==> config.mk <==
export PLATFORM = sky130hd
export DESIGN_NAME = calc_entry_ctrl
export DESIGN_NICKNAME = d
export VERILOG_FILES = /design/src/rtl/calc_entry_ctrl.sv
export SDC_FILE = /design/constraint.sdc
export NUM_CORES = 1
export LEC_CHECK = 0
export ABC_CLOCK_PERIOD_IN_PS = 9100
export CAP_MARGIN = 20
export CORE_MARGIN = 2
export CORE_UTILIZATION = 35
export CTS_CLUSTER_SIZE = 25
export DETAILED_ROUTE_END_ITERATION = 8
export PLACE_DENSITY = 0.5
export SLEW_MARGIN = 20
export SYNTH_ARGS = -nofsm -noshare
export SYNTH_HDL_FRONTEND = slang
export SYNTH_SLANG_ARGS = --single-unit
==> constraint.sdc <==
create_clock -name clk -period 9.1 [get_ports clk]
set_input_delay 0.91 -clock clk [delete_from_list [all_inputs] [get_ports clk]]
set_output_delay 0.91 -clock clk [all_outputs]
set_load 0.05 [all_outputs]
==> src/rtl/calc_entry_ctrl.sv <==
// Keypad calculator entry sequencer: operand/operator entry FSM, shift-add
// multiplier and display value selection.
module calc_entry_ctrl #(
  parameter int unsigned MAX_DIGITS = 4,
  parameter int unsigned OPW        = 14,
  parameter int unsigned RW         = 28
) (
  input  logic          clk,
  input  logic          rst,
  input  logic [3:0]    cursor_x,
  input  logic [3:0]    cursor_y,
  input  logic          btn_sel,
  input  logic          btn_op,
  output logic [RW-1:0] disp_value,
  output logic [1:0]    state,
  output logic [1:0]    op_code,
  output logic          busy,
  output logic          result_valid
);

  localparam int unsigned CW = $clog2(MAX_DIGITS + 1);
  localparam int unsigned MW = $clog2(OPW);
  localparam int unsigned XW = OPW + 4;
  localparam logic [1:0] OP_ADD = 2'd0;
  localparam logic [1:0] OP_SUB = 2'd1;
  localparam logic [1:0] OP_MUL = 2'd2;

  typedef enum logic [1:0] {S_A = 2'd0, S_B = 2'd1, S_CALC = 2'd2, S_RES = 2'd3} state_t;

  state_t          state_q, state_d;
  logic [OPW-1:0]  a_q, a_d, b_q, b_d, mplier_q, mplier_d;
  logic [CW-1:0]   cnt_a_q, cnt_a_d, cnt_b_q, cnt_b_d;
  logic [1:0]      op_q, op_d;
  logic [RW-1:0]   res_q, res_d, acc_q, acc_d, mcand_q, mcand_d, disp_q, disp_d;
  logic [RW-1:0]   acc_step;
  logic [MW-1:0]   mcnt_q, mcnt_d;
  logic            sel_hist_q, op_hist_q, busy_q, rv_q;
  logic            sel_press, op_ev, key_valid, key_digit, key_clear, key_equals;
  logic [3:0]      dval;

  function automatic logic [OPW-1:0] push_digit(input logic [OPW-1:0] v, input logic [3:0] d);
    logic [XW-1:0] t;
    t = {4'd0, v} * XW'(10) + {{OPW{1'b0}}, d};
    return t[OPW-1:0];
  endfunction

  // Falling-edge press detection and key decode; a select press wins over operator.
  always_comb begin
    sel_press  = sel_hist_q & ~btn_sel;
    op_ev      = op_hist_q & ~btn_op & ~sel_press;
    key_valid  = (cursor_x <= 4'd2) && (cursor_y <= 4'd3);
    key_digit  = sel_press && key_valid && ((cursor_y <= 4'd2) || (cursor_x == 4'd1));
    key_clear  = sel_press && key_valid && (cursor_y == 4'd3) && (cursor_x == 4'd0);
    key_equals = sel_press && key_valid && (cursor_y == 4'd3) && (cursor_x == 4'd2);
    dval       = (cursor_y == 4'd3) ? 4'd0 : (cursor_y * 4'd3) + cursor_x + 4'd1;
    acc_step   = mplier_q[0] ? acc_q + mcand_q : acc_q;
  end

  always_comb begin
    state_d  = state_q;
    a_d      = a_q;
    b_d      = b_q;
    cnt_a_d  = cnt_a_q;
    cnt_b_d  = cnt_b_q;
    op_d     = op_q;
    res_d    = res_q;
    acc_d    = acc_q;
    mcand_d  = mcand_q;
    mplier_d = mplier_q;
    mcnt_d   = mcnt_q;
    disp_d   = disp_q;

    unique case (state_q)
      S_A: begin
        if (key_digit && (cnt_a_q < CW'(MAX_DIGITS))) begin
          a_d     = push_digit(a_q, dval);
          cnt_a_d = cnt_a_q + CW'(1);
        end else if (op_ev) begin
          state_d = S_B;
          op_d    = OP_ADD;
          b_d     = '0;
          cnt_b_d = '0;
        end
      end
      S_B: begin
        if (key_digit) begin
          if (cnt_b_q < CW'(MAX_DIGITS)) begin
            b_d     = push_digit(b_q, dval);
            cnt_b_d = cnt_b_q + CW'(1);
          end
        end else if (key_equals) begin
          state_d  = S_CALC;
          acc_d    = '0;
          mcand_d  = RW'(a_q);
          mplier_d = b_q;
          mcnt_d   = '0;
        end else if (op_ev && (cnt_b_q == '0)) begin
          op_d = (op_q == OP_MUL) ? OP_ADD : op_q + 2'd1;
        end
      end
      S_CALC: begin
        if (op_q == OP_MUL) begin
          acc_d    = acc_step;
          mcand_d  = mcand_q << 1;
          mplier_d = mplier_q >> 1;
          mcnt_d   = mcnt_q + MW'(1);
          if (mcnt_q == MW'(OPW - 1)) begin
            res_d   = acc_step;
            state_d = S_RES;
          end
        end else begin
          res_d   = (op_q == OP_SUB) ? RW'(a_q) - RW'(b_q) : RW'(a_q) + RW'(b_q);
          state_d = S_RES;
        end
      end
      S_RES: begin
        if (key_digit) begin
          state_d = S_A;
          a_d     = OPW'(dval);
          cnt_a_d = CW'(1);
          b_d     = '0;
          cnt_b_d = '0;
          op_d    = OP_ADD;
        end
      end
      default: state_d = S_A;
    endcase

    // CLEAR overrides everything, including an in-flight multiply.
    if (key_clear) begin
      state_d = S_A;
      a_d     = '0;
      b_d     = '0;
      cnt_a_d = '0;
      cnt_b_d = '0;
      op_d    = OP_ADD;
    end

    unique case (state_d)
      S_A:     disp_d = RW'(a_d);
      S_B:     disp_d = (cnt_b_d != '0) ? RW'(b_d) : RW'(a_d);
      S_CALC:  disp_d = RW'(a_d);
      default: disp_d = res_d;
    endcase
  end

  always_ff @(posedge clk or posedge rst) begin
    if (rst) begin
      state_q    <= S_A;
      a_q        <= '0;
      b_q        <= '0;
      cnt_a_q    <= '0;
      cnt_b_q    <= '0;
      op_q       <= OP_ADD;
      res_q      <= '0;
      acc_q      <= '0;
      mcand_q    <= '0;
      mplier_q   <= '0;
      mcnt_q     <= '0;
      disp_q     <= '0;
      busy_q     <= 1'b0;
      rv_q       <= 1'b0;
      sel_hist_q <= 1'b1;
      op_hist_q  <= 1'b1;
    end else begin
      state_q    <= state_d;
      a_q        <= a_d;
      b_q        <= b_d;
      cnt_a_q    <= cnt_a_d;
      cnt_b_q    <= cnt_b_d;
      op_q       <= op_d;
      res_q      <= res_d;
      acc_q      <= acc_d;
      mcand_q    <= mcand_d;
      mplier_q   <= mplier_d;
      mcnt_q     <= mcnt_d;
      disp_q     <= disp_d;
      busy_q     <= (state_d == S_CALC);
      rv_q       <= (state_d == S_RES) && (state_q != S_RES);
      sel_hist_q <= btn_sel;
      op_hist_q  <= btn_op;
    end
  end

  assign disp_value   = disp_q;
  assign state        = state_q;
  assign op_code      = op_q;
  assign busy         = busy_q;
  assign result_valid = rv_q;

endmodule

==> impl_metrics.py, run 1 <==
metrics = {
    "place": {
        "dp_hpwl_um": 27300,
        "place.gp.congestion": 0.8589,
        "dpl_cell_area_um2": 13090,
        "place.port_buffers": 45,
    },
    "global_routing": {
        "grt_max_degree": 116,
        "gr-usage-all-layers_pct": 21.00,
        "overflow": 0,
        "grt_pass1_wl_um": 58310,
        "grt_pass1_vias": 10050,
        "antenna_found_initial": 0,
    },
    "yosys": {
        "syn_area_per_cell_um2": 9.026,
        "seq_area_frac_synth_pct": 35.29,
        "synth_fp_nets": 1489,
        "synth_flop_cell": "dfrtp_1",
        "synth_seq_cells": 172,
        "syn_inst": 1352,
        "async_reset_ff_share_pct": 100.0,
        "synth.distinct_cells": 93,
        "synth-edff-count": 0,
        "yosys_warnings": 0,
        "syn_area_um2": 12200,
    },
    "sta": {
        "tightest_slew_ns": 0.9026,
        "fin_worst_skew_ns": 0.01329,
        "grt_setup_unrepaired": "false",
        "finalMaxSlewViolations": 0,
        "fin_crit_sh_pct": 53.14,
        "tns_ns": 0,
        "timing.slew.headroom_pct": 39.83,
        "hold_viol_final": 0,
        "max_freq_ghz": 0.2068,
        "setup_viol": 0,
        "finalCriticalPeriod_ns": 4.835,
    },
    "clock_network": {
        "cts_resized": 0,
        "cts_root_buf": "clkbuf_16",
        "cts_made_buffers": 17,
        "post_cts_buffers": 0,
        "cts_buffer_depth": 2,
        "cts_tree": "yes",
        "clkSinkCount": 172,
        "cts_htree_levels": 4,
        "ctsHoldBuffers": 0,
        "clock_latency_ns": 0.45,
        "cts.clk_slew.worst_paths_ns": 0.07,
    },
    "critical_path": {
        "path_class": "in2reg",
        "cp_slowest_cell": "fa_1",
        "cpPeakStageDelay_ns": 0.65,
        "crit_chain": "clkdlybuf4s50_1 -> fa_1 -> ha_1 -> a21o_1 -> a21oi_1 -> xnor2_1 -> a21oi_1 -> ha_1 -> a21o_1 -> nand2_1 -> nor3b_1 -> and3_1 -> and2_1 -> nand4_1 -> xnor2_1 -> xnor2_1 -> o21ai_1 -> a221o_1",
        "crit_required_ns": 9.43,
        "cp-start-kind": "input pin",
        "crit_fanout": 7,
        "reg2regPathDepth": 10,
        "end_kind": "flip-flop",
        "startpoint": "cursor_x[1]",
        "reg2reg_setup_slack_ns": 5.12,
        "reg2reg_from": "state[0]",
        "crit_top_cell": "xnor2_1",
        "cp.arrival_ns": 5.17,
        "r2r_end": "disp_value[13]",
    },
    "routing": {
        "drt_iter0_markers": 760,
        "finalWirelength_um": 37000,
        "ant_nets": 0,
        "drtPass1Iterations": 5,
        "via_count": 10120,
        "wl_per_cell_um": 20.13,
        "route.detailed.drc": 0,
        "via_per_inst": 5.504,
    },
    "pwr": {
        "vdd_drop_max_mv": 0.1461,
        "p_per_area_nw_per_um2": 160.4,
        "power_mw": 2.197,
        "p_leak_nw": 6.304,
    },
    "floorplan": {
        "initial_core_util_pct": 35.41,
        "die_area_um2": 36380,
        "die_h_um": 190.7,
        "die_x_um": 190.7,
        "rows": 68,
        "pin_count": 46,
        "coreArea_um2": 34460,
    },
    "layout": {
        "area_growth_pct": 12.21,
        "seqCellArea_um2": 4307,
        "fin_nets": 1507,
        "fillers": 3502,
        "num_antenna_cells": 0,
        "multi_input_comb_area_um2": 7453,
        "drive_above_1_share_pct": 7.086,
        "final_area_um2": 13690,
    },
    "run_status": {
        "outcome": "complete, no violations",
    },
    "hold_path": {
        "hold_depth": 2,
        "whs_endpoint": "mplier_q[1]",
        "hp-start": "mplier_q[1]",
        "hp-class": "reg2reg",
    },
    "run": {
        "maxCapViolations": 0,
    },
}
==> layer usage <==
layer  global-route usage [%]  part of all wire (%)  up-vias
met2                    35.33                    47      181
met3                    2.889                   3.5       37
met4                    5.218                   1.6        0
met1                    28.41                    47     4982
met5                        0                     0        -
li1                         -                     -     4916
==> worst max-delay path: cells and delay by family <==
| kind | cells | cell delay (ns) |
|---|---|---|
| and+or+nand+nor | 5 | 0.88 |
| xor gates and xnor gates | 3 | 0.45 |
| buffers and inverters | 1 | 0.56 |
| adders and majority gates | 3 | 1.15 |
| AOI/OAI and AO/OA | 6 | 1.22 |
==> per-stage QoR <==
| stage | util [%] | hold slack (ns) | instances | setup WS (ns) |
|---|---|---|---|---|
| 2_1_floorplan | - | 0.4455 | 1352 | 3.533 |
| 3_3_place_gp | 37.98 | 0.4684 | 1806 | 3.830 |
| 3_5_place_dp | 37.99 | 0.4710 | 1806 | 3.824 |
| 4_1_cts | 39.74 | 0.4886 | 1838 | 4.273 |
| 5_1_grt | 39.74 | 0.5122 | 1838 | 3.988 |
| 6_report | 39.74 | 0.4840 | 1838 | 4.265 |
==> layout make-up <==
class                           instances  area share (%)
Multi-Input combinational cell       1066           54.43
Sequential cell                       172           31.45
Tap cell                              455           4.158
Timing Repair Buffer                   58           4.002
Clock buffer                           17           3.107
Inverter                               55           1.563
Clock inverter                         15           1.288
==> how the worst max path moves through the flow <==
stage                                end  slack (ns)  cells after the start
after floorplan                   a_q[0]        3.53                      1
final                     disp_value[13]        4.26                     18
after global placement    disp_value[13]        3.83                     18
after global routing      disp_value[13]        3.99                     18
after CTS                 disp_value[13]        4.27                     18
after detailed placement  disp_value[13]        3.82                     18
==> cells in the mapped netlist (10+ instances only) <==
library cell | number | area, um^2
dfrtp_1 | 170 | 4254
xnor2_1 | 51 | 446.7
a21oi_1 | 83 | 415.4
nor2_1 | 94 | 352.8
and2_1 | 17 | 106.4
a22oi_1 | 33 | 247.7
clkbuf_1 | 44 | 165.2
inv_1 | 53 | 198.9
xor2_1 | 36 | 315.3
nor2b_1 | 14 | 87.58
mux2i_1 | 33 | 330.3
and3_1 | 17 | 106.4
a211oi_1 | 13 | 97.59
ha_1 | 115 | 1439
o211ai_1 | 12 | 90.09
nand3_1 | 61 | 305.3
nor3_1 | 14 | 70.07
fa_1 | 10 | 200.2
o21ai_0 | 100 | 500.5
nand2_1 | 154 | 578.1
a21o_1 | 25 | 187.7
==> cells by family (layout without fill, tap and decap cells) <==
logic type	Yosys count	count (layout)	synth area share, %
compound gates	387	387	21.38
flops	172	172	35.29
buf+inv	114	145	3.783
xor+xnor	87	87	6.244
simple gates	432	432	16.98
fa+ha+maj	125	125	13.43
mux	35	35	2.891
==> power by group <==
group / internal, mW / total, mW / switching (mW)
registers: 0.791 / 0.832 / 0.0402
clock network: 0.415 / 0.775 / 0.360
logic: 0.215 / 0.590 / 0.375
total: 1.42 / 2.20 / 0.776
==> placed cells by master (no fill, tap or decap), types with 7 or more instances in the layout <==
cell and n:
dfrtp_1 170, nand2_1 153, ha_1 114, o21ai_0 100, nor2_1 93, a21oi_1 83
nand3_1 61, inv_1 52, xnor2_1 51, clkdlybuf4s50_1 45, xor2_1 36, mux2i_1 33
a22oi_1 33, a21o_1 25, and3_1 17, and2_1 17, clkbuf_16 17, nor2b_1 14
nor3_1 14, a211oi_1 13, buf_4 13, o211ai_1 12, fa_1 10, a31oi_1 9
o2bb2ai_1 9, o21a_1 8, nand4_1 7, o31ai_1 7
==> flip-flops by register name, indices dropped and copies added (netlist names), 3 cells and up <==
name,flops
mcand_q,28
disp_value,28
cnt_a_q,3
b_q,14
acc_q,28
cnt_b_q,3
a_q,14
res_q,28
mcnt_q,4
mplier_q,14
No activity file was read; power rests on OpenSTA's default activity.
==> run 2: changes to the inputs <==
--- a/config.mk
+++ b/config.mk
@@ -5,7 +5,7 @@
 export SDC_FILE = /design/constraint.sdc
 export NUM_CORES = 1
 export LEC_CHECK = 0
-export ABC_CLOCK_PERIOD_IN_PS = 9100
+export ABC_CLOCK_PERIOD_IN_PS = 4500
 export CAP_MARGIN = 20
 export CORE_MARGIN = 2
 export CORE_UTILIZATION = 35
==> constraint.sdc (replaced) <==
create_clock -name clk -period 4.5 [get_ports clk]
set_input_delay 0.45 -clock clk [delete_from_list [all_inputs] [get_ports clk]]
set_output_delay 0.45 -clock clk [all_outputs]
set_load 0.05 [all_outputs]
==> impl_metrics.py, run 2 (synthesis gave the netlist of run 1 again) <==
metrics = {
    "run_status": {
        "outcome": "complete, no violations",
    },
    "floorplan": {
        "initial_core_util_pct": 35.41,
        "pin_count": 46,
        "die_x_um": 190.7,
        "rows": 68,
        "die_area_um2": 36380,
        "die_h_um": 190.7,
        "coreArea_um2": 34460,
    },
    "clock_network": {
        "clkSinkCount": 172,
        "ctsHoldBuffers": 0,
        "cts.clk_slew.worst_paths_ns": 0.08,
        "post_cts_buffers": 0,
        "cts_resized": 0,
        "cts_htree_levels": 4,
        "cts_tree": "yes",
        "clock_latency_ns": 0.45,
        "cts_root_buf": "clkbuf_16",
        "cts_buffer_depth": 2,
        "cts_made_buffers": 17,
    },
    "layout": {
        "multi_input_comb_area_um2": 7451,
        "drive_above_1_share_pct": 9.181,
        "final_cell_mix": "170 x dfrtp_1, 154 x nand2_1, 114 x ha_1, 100 x o21ai_0, 93 x nor2_1",
        "seqCellArea_um2": 4307,
        "area_growth_pct": 14.39,
        "post_layout_nonfiller_instances": 1871,
        "mostFrequentLayoutCell": "dfrtp_1",
        "fillers": 3499,
        "fin_nets": 1541,
        "num_antenna_cells": 0,
    },
    "sta": {
        "timing.slew.headroom_pct": 22.30,
        "hold_viol_final": 0,
        "tightest_slew_ns": 1.166,
        "hold_slack_ns": 0.4841,
        "finalCriticalPeriod_ns": 4.108,
        "layout_setup_ws_ns": 0.3915,
        "max_freq_ghz": 0.2434,
        "fin_crit_sh_pct": 91.30,
        "finalMaxSlewViolations": 0,
        "fin_worst_skew_ns": 0.01499,
        "tns_ns": 0,
        "setup_viol": 0,
        "grt_setup_unrepaired": "false",
    },
    "global_routing": {
        "grt_max_degree": 173,
        "grt_pass1_vias": 10310,
        "antenna_found_initial": 0,
        "overflow": 0,
        "grt_pass1_wl_um": 58980,
        "gr-usage-all-layers_pct": 20.99,
    },
    "place": {
        "place.port_buffers": 45,
        "dp_hpwl_um": 27120,
        "place_ws_ns": -0.05738,
        "dp.cells": 1840,
        "place.gp.congestion": 0.8620,
    },
    "routing": {
        "via_count": 10160,
        "via_per_inst": 5.430,
        "finalWirelength_um": 36560,
        "route.detailed.drc": 0,
        "drtPass1Iterations": 5,
        "ant_nets": 0,
        "drt_iter0_markers": 590,
        "wl_per_cell_um": 19.54,
    },
    "critical_path": {
        "crit_top_cell": "fa_1",
        "crit_required_ns": 4.83,
        "end_kind": "flip-flop",
        "crit_fanout": 3,
        "path_class": "in2reg",
        "reg2reg_setup_slack_ns": 0.71,
        "cpPeakStageDelay_ns": 0.54,
        "cp-start-kind": "input pin",
        "cp_slowest_cell": "fa_1",
        "crit_chain": "clkdlybuf4s50_1 -> fa_1 -> fa_1 -> and2_1 -> ha_1 -> inv_1 -> fa_1 -> nor2b_1 -> o2111ai_1 -> nor2_1 -> and3_1 -> and2_1 -> nor4_1 -> a21oi_1 -> a31oi_1 -> a221o_1",
        "cp.arrival_ns": 4.44,
    },
    "hold_path": {
        "hp-class": "in2reg",
    },
    "pwr": {
        "p_comb_share_pct": 27.6,
        "pwr-share-seq_pct": 37.2,
        "vdd_drop_max_mv": 0.2966,
        "p_sw_share_pct": 33.95,
        "p_leak_nw": 6.472,
        "p_switching_mw": 1.526,
        "p_per_area_nw_per_um2": 322.1,
        "clkPwrFrac_pct": 35.2,
        "internal_power_mw": 2.970,
    },
    "run": {
        "maxCapViolations": 0,
    },
}
==> run 2: changes by cell type in the layout (fill, tap and decap cells not counted), sizes merged <==
cell / delta
buf: +34
bufinv: +1
inv: -2
==> run 2: power groups by stage <==
| stage | registers [mW] | clock network [mW] | logic [mW] |
|---|---|---|---|
| finish | 1.67 | 1.58 | 1.24 |
| global route | 1.68 | 1.68 | 1.36 |
| floorplan | 1.76 | 0 | 0.792 |
| detailed placement | 1.70 | 0 | 1.25 |
| CTS | 1.67 | 1.62 | 1.25 |
| global placement | 1.70 | 0 | 1.25 |
==> run 2: final cells by class <==
type | instances | area share [%]
timing repair buffer | 92 | 5.844
multi-input combinational | 1066 | 53.38
sequential | 172 | 30.85
clock inverter | 14 | 1.291
tap | 455 | 4.079
clock buffer | 17 | 3.048
inverter | 55 | 1.506
==> run 2: path summary, 6_finish.rpt <==
path | startpoint | endpoint | cells past startpoint
max in group asynchronous | rst | a_q[9] | 3
min in group asynchronous | rst | acc_q[11] | 3
worst min-delay path | btn_sel | sel_hist_q | 1
worst max-delay path | cursor_x[1] | disp_value[13] | 16
worst min register to register | mplier_q[2] | mplier_q[2] | 2
worst max register to register | a_q[0] | disp_value[27] | 13
==> run 2: critical path, delay by kind of cell <==
family                   cells  cell delay (ns)
AND/OR/NAND/NOR              6             1.06
adder cells (fa/ha/maj)      4             1.64
buffers and inverters        2             0.52
AO/OA/AOI/OAI                4             0.76
==> run 2: per-stage QoR <==
step | instance area [um^2] | power, mW | util (%)
6_report | 13960 | 4.496 | 40.51
3_5_place_dp | 13350 | 2.948 | 38.75
3_3_place_gp | 13350 | 2.950 | 38.75
4_1_cts | 13960 | 4.551 | 40.51
2_1_floorplan | 12210 | 2.553 | -
5_1_grt | 13960 | 4.727 | 40.51
==> run 2: layer usage <==
| metal | track usage [%] | vias up | wire length (um) |
|---|---|---|---|
| li1 | - | 4984 | - |
| met1 | 27.61 | 4993 | 17120 |
| met2 | 36.60 | 156 | 17910 |
| met3 | 2.558 | 27 | 957 |
| met4 | 4.979 | 0 | 565 |
| met5 | 0 | - | 0 |
